==> src/rtl/dtc_share_sched.sv <==
// dtc_share_sched
//   Round-robin scheduler that time-shares one external combinational
//   decision-tree classifier among NREQ requesters. One request is in flight
//   at a time: accept (IDLE) -> classify (EVAL) -> hold result (HOLD).
//
// Ports
//   clk, rst          : rising-edge clock, synchronous active-high reset
//   req_valid/ready   : per-requester handshake, ready is one-hot or zero
//   req_data          : flattened features, requester i at [i*W +: W]
//   dtc_inp/dtc_outp  : registered classifier input / classifier result
//   res_valid/ready   : result handshake
//   res_data/level/id : captured result, its popcount, owning requester
//   busy              : high while a request is in flight (EVAL or HOLD)
//   done_cnt          : saturating count of result handshakes
//   thermo_err        : sticky non-thermometer flag
//
// Build option
//   DTC_THERMO_CHECK_EN : when defined, EVAL flags any classifier output that
//   is not of the form 0..01..1. When undefined, thermo_err is tied low.

module dtc_share_sched #(
  parameter int NREQ = 4,
  parameter int W    = 6,
  parameter int OW   = 6,
  parameter int CW   = 16
) (
  input  logic                      clk,
  input  logic                      rst,
  input  logic [NREQ-1:0]           req_valid,
  output logic [NREQ-1:0]           req_ready,
  input  logic [NREQ*W-1:0]         req_data,
  output logic [W-1:0]              dtc_inp,
  input  logic [OW-1:0]             dtc_outp,
  output logic                      res_valid,
  input  logic                      res_ready,
  output logic [OW-1:0]             res_data,
  output logic [$clog2(OW+1)-1:0]   res_level,
  output logic [$clog2(NREQ)-1:0]   res_id,
  output logic                      busy,
  output logic [CW-1:0]             done_cnt,
  output logic                      thermo_err
);

  localparam int IDW = $clog2(NREQ);
  localparam int LW  = $clog2(OW+1);
  localparam logic [IDW:0]   NREQ_W = (IDW+1)'(NREQ);
  localparam logic [IDW-1:0] LAST_ID = IDW'(NREQ-1);

  typedef enum logic [1:0] {IDLE, EVAL, HOLD} state_t;

  state_t         state, state_nxt;
  logic [IDW-1:0] ptr;
  logic [IDW-1:0] gnt_idx;
  logic           gnt_any;
  logic           accept;
  logic [IDW:0]   cand;
  logic [LW-1:0]  outp_level;
  logic [W-1:0]   req_arr [NREQ];

  for (genvar i = 0; i < NREQ; i++) begin : g_unpack
    assign req_arr[i] = req_data[i*W +: W];
  end

  // Search from ptr upward, wrapping modulo NREQ; first valid requester wins.
  // NOTE: every signal driven here gets a default before any branch, so no
  // path leaves it unassigned and no latch is inferred.
  always_comb begin
    gnt_any = 1'b0;
    gnt_idx = '0;
    cand    = '0;
    for (int k = 0; k < NREQ; k++) begin
      cand = {1'b0, ptr} + (IDW+1)'(k);
      if (cand >= NREQ_W) cand = cand - NREQ_W;
      if (!gnt_any && req_valid[cand[IDW-1:0]]) begin
        gnt_any = 1'b1;
        gnt_idx = cand[IDW-1:0];
      end
    end
  end

  // Next state and handshake outputs. Ready is masked by rst so a request
  // cannot appear to transfer on an edge where reset wins.
  always_comb begin
    state_nxt = state;
    req_ready = '0;
    accept    = 1'b0;
    case (state)
      IDLE: begin
        if (gnt_any && !rst) begin
          accept             = 1'b1;
          req_ready[gnt_idx] = 1'b1;
          state_nxt          = EVAL;
        end
      end
      EVAL:    state_nxt = HOLD;
      HOLD:    if (res_ready) state_nxt = IDLE;
      default: state_nxt = IDLE;
    endcase
  end

  always_comb begin
    outp_level = '0;
    for (int i = 0; i < OW; i++) outp_level = outp_level + LW'(dtc_outp[i]);
  end

  // NOTE: state is updated with non-blocking assignments so every register
  // samples the pre-edge values, independent of process evaluation order.
  always_ff @(posedge clk) begin
    if (rst) begin
      state     <= IDLE;
      ptr       <= '0;
      dtc_inp   <= '0;
      res_data  <= '0;
      res_level <= '0;
      res_id    <= '0;
      res_valid <= 1'b0;
      done_cnt  <= '0;
    end else begin
      state <= state_nxt;
      // dtc_inp only moves on an accept, so the classifier stays quiet when idle.
      if (accept) begin
        dtc_inp <= req_arr[gnt_idx];
        res_id  <= gnt_idx;
        ptr     <= (gnt_idx == LAST_ID) ? '0 : gnt_idx + IDW'(1);
      end
      if (state == EVAL) begin
        res_data  <= dtc_outp;
        res_level <= outp_level;
        res_valid <= 1'b1;
      end
      if (state == HOLD && res_ready) begin
        res_valid <= 1'b0;
        if (done_cnt != '1) done_cnt <= done_cnt + CW'(1);
      end
    end
  end

  assign busy = (state != IDLE);

`ifdef DTC_THERMO_CHECK_EN
  // A thermometer code v satisfies v & (v+1) == 0 (all-zero and all-one too).
  logic [OW-1:0] outp_inc;
  logic          thermo_q;

  assign outp_inc = dtc_outp + OW'(1);

  always_ff @(posedge clk) begin
    if (rst) begin
      thermo_q <= 1'b0;
    end else if (state == EVAL && (dtc_outp & outp_inc) != '0) begin
      thermo_q <= 1'b1;
    end
  end

  assign thermo_err = thermo_q;
`else
  assign thermo_err = 1'b0;
`endif

endmodule

==> config.mk <==
export PLATFORM = sky130hd
export DESIGN_NAME = dtc_share_sched
export DESIGN_NICKNAME = d
export VERILOG_FILES = /design/src/rtl/dtc_share_sched.sv
export SDC_FILE = /design/constraint.sdc
export NUM_CORES = 1
export LEC_CHECK = 0
export CAP_MARGIN = 20
export CORE_ASPECT_RATIO = 0.8
export CORE_MARGIN = 8
export CORE_UTILIZATION = 29
export CTS_CLUSTER_DIAMETER = 120
export DETAILED_ROUTE_END_ITERATION = 7
export PLACE_DENSITY = 0.64
export SYNTH_ARGS = -nofsm -noshare
export SYNTH_HDL_FRONTEND = slang
export SYNTH_SLANG_ARGS = --single-unit
==> constraint.sdc <==
create_clock -name clk -period 3.68 [get_ports clk]
set_input_delay 0.92 -clock clk [delete_from_list [all_inputs] [get_ports clk]]
set_output_delay 0.92 -clock clk [all_outputs]
set_load 0.02 [all_outputs]
==> results.cfg <==
[route]
antenna_left = 0
met1_length_um = 2700
dr.pass1.iters = 6
wl_per_cell_um = 13.66
initialDrtViolationCount = 64
wirelength_um = 5409
num_vias = 1826
met2WireLength_um = 2274
drc_errors = 0
viasPerCell = 4.611
wl_met3_um = 415
highest_layer = met4

[clock_network]
cts_setup_buffers = 0
path_clk_slew_ps = 70
h-tree-depth = 2
cts_tree = yes
cts_sinks = 38
cts_buffer_depth = 2
root_buffer = clkbuf_8
cts_buffers = 5
clk_latency_ps = 290

[power_and_ir_drop]
leakagePower_uw = 0.001164
power_switching_share_pct = 29.94
power.share.combinational_pct = 30.1
pwr-share-clk_pct = 27.2
internal_power_uw = 762.7
finalPower_uw = 1089
seq_power_share_pct = 42.7
p_per_area_nw_per_um2 = 368.7
ir_drop_mv = 0.1182
p_sw_uw = 325.9

[setup_path]
crit_chain = clkdlybuf4s50_1, nand2b_1, a21oi_1, a211o_1, inv_1, ha_1, and2_1, dlygate4sd2_1
crit_type = in -> out
end_kind = primary output
cp_slowest_cell = clkdlybuf4s50_1
crit_arrival_ps = 2560
max_stage_delay_ps = 530
startpoint_type = input pin
critPathMaxFanout = 4
cp.required_ps = 2760

[run]
maxCapViolations = 0

[grt]
antenna_found_initial = 0
grtUsageTotal_pct = 10.96
grt_max_degree = 40
grt_pass1_vias = 1785
grt_overflow = 0
grt_pass1_wl_um = 8832

[yosys]
synth_seq_cells = 38
synth_nets = 271
ys.flop_type = dfxtp_1
synth_area_leader_cell = dfxtp_1
synth_area_um2 = 1982
ys_warn_count = 0
syn_avg_cell_area_um2 = 8.693
netlist.area_leader.share_pct = 38.38
synthArstFlopShare_pct = 0
synth-edff-count = 0
synth_cells = 228
synth-seq-area-share_pct = 38.38
synth_area_leaders = dfxtp_1 (38%), mux2i_1 (7.6%), a21oi_1 (5.1%)
synth_cell_type_count = 46

[die]
dieArea_um2 = 9752
core_um2 = 6756
dieWidth_um = 108.4
initial_core_util_pct = 29.33
die_h_um = 89.94
io_pins = 77
rows = 27

[final_layout]
syn2layout_area_growth_pct = 48.99
num_antenna_cells = 0
layout-drive-gt1-share_pct = 10.36
nFillCells = 683
post-route-util_pct = 43.70
finalNetCount = 351

[timing]
maxSlewHeadroom_pct = 51.23
rsz0062_at_grt = no
finalHoldViolations = 0
fin_skew_ps = 9.726
setup_viol = 0
period_needed_ps = 3485
fin_crit_sh_pct = 94.70
drv_slew = 0
worstMarginPinSlew_ps = 730.1
timing.fmax_ghz = 0.2869

[placed_design]
place_congestion = 0.8234
dp_hpwl_um = 4139
port_buffers = 75

[hold_path]
hold_class = reg -> reg

[status]
status = complete, no violations
-- layout make-up --
class | count | area (um^2) | share of cell area [%]
multi-input combinational | 163 | 1115 | 37.75
timing repair buffer | 84 | 813.3 | 27.54
sequential | 38 | 760.7 | 25.76
tap | 87 | 108.9 | 3.686
clock buffer | 6 | 82.58 | 2.797
inverter | 16 | 60.06 | 2.034
clock inverter | 2 | 12.51 | 0.4237
-- sequential cells by signal, indices dropped and copies added (netlist names) --
name       flops
done_cnt      16
res_valid      1
res_level      3
res_id         2
dtc_inp        6
state          2
ptr            2
res_data       6
-- path summary, 6_finish.rpt --
kind / start / cells past startpoint / slack, ps / endpoint
worst max-delay path: req_valid[1] / 8 / 200 / req_ready[3]
worst min register to register: res_data[3]$_SDFFE_PP0N_ / 2 / 460 / res_data[3]$_SDFFE_PP0N_
worst max register to register: done_cnt[0]$_SDFFE_PP0P_ / 5 / 1690 / done_cnt[8]$_SDFFE_PP0P_
worst min-delay path: res_data[3]$_SDFFE_PP0N_ / 2 / 460 / res_data[3]$_SDFFE_PP0N_
-- Yosys cell counts, types with 2 or more instances --
library cell and instances:
a211oi_1 3, a21oi_1 20, and2_1 4, and4_1 4, buf_2 3, clkbuf_1 7, dfxtp_1 38, fa_1 3
ha_1 3, inv_1 16, mux2i_1 15, nand2_1 23, nand2b_1 4, nand3_1 9, nand3b_1 6, nand4_1 2
nor2_1 19, nor2b_1 3, nor4_1 2, o211ai_1 2, o21ai_0 3, o221ai_1 6, or2_2 2, or3_2 2
xnor2_1 5, xor2_1 4
-- cells by family after synthesis --
| family | count (synthesis) | share of synthesized area (%) |
|---|---|---|
| compound gates | 40 | 13.32 |
| xor+xnor | 9 | 3.977 |
| fa+ha+maj | 6 | 4.925 |
| buf+inv | 27 | 5.493 |
| flops | 38 | 38.38 |
| mux | 17 | 8.901 |
| other cells | 1 | 0.1892 |
| simple gates | 90 | 24.81 |
-- metrics by stage --
stage | setup TNS, ps | worst slack [ps] | area [um^2] | std cells | hold WS (ps)
after floorplan | 0 | 295.0 | 1982 | 228 | 534.1
after global placement | -89.93 | -41.89 | 2860 | 388 | 441.8
after detailed placement | -307.8 | -89.78 | 2860 | 388 | 449.6
after CTS | 0 | 180.0 | 2953 | 396 | 459.4
after global routing | 0 | 99.65 | 2953 | 396 | 484.3
final | 0 | 195.0 | 2953 | 396 | 458.5
-- placed cells by master, fill, tap and decap left out, types with 2 or more instances in the layout --
cell / synthesis / layout
o211ai_1: 2 / 2
xor2_1: 4 / 4
nor2b_1: 3 / 3
nor2_1: 19 / 18
a211oi_1: 3 / 3
o21ai_0: 3 / 3
nand3_1: 9 / 9
and4_1: 4 / 4
mux2i_1: 15 / 15
fa_1: 3 / 3
nand3b_1: 6 / 6
clkbuf_8: 0 / 6
o221ai_1: 6 / 6
dfxtp_1: 38 / 38
or2_2: 2 / 2
xnor2_1: 5 / 5
buf_4: 1 / 9
and2_1: 4 / 4
clkdlybuf4s50_1: 0 / 71
inv_1: 16 / 16
a21oi_1: 20 / 20
nand2b_1: 4 / 4
nand4_1: 2 / 2
dlygate4sd2_1: 0 / 4
nor2_2: 1 / 2
ha_1: 3 / 3
nor4_1: 2 / 2
or3_2: 2 / 2
nand2_1: 23 / 23
-- routing by layer --
metal  vias to the layer above  GRT usage, %
met5                         -             0
met4                         0         2.048
met3                         2         4.422
met2                        53         15.89
met1                       822         14.88
li1                        949             -
-- power groups by stage --
stage	clock [uW]	combinational (uW)	sequential, uW
global route	330	358	469
CTS	314	332	465
detailed placement	0	333	475
finish	296	328	465
floorplan	0	148	505
global placement	0	331	474
-- what timing repair did --
item | 4_1_cts | 5_1_grt
hold endpoints to repair | 0 | 0
resized for setup | 5 | 0
hold buffers | 0 | 0
endpoints found under the setup margin | 4 | 0
-- critical path: cells and delay by family --
family          cells  cell delay [ps]
fa+ha+maj           1              130
buf+inv             3              940
simple gates        2              230
compound gates      2              350
(Power assumes the default switching activity.)
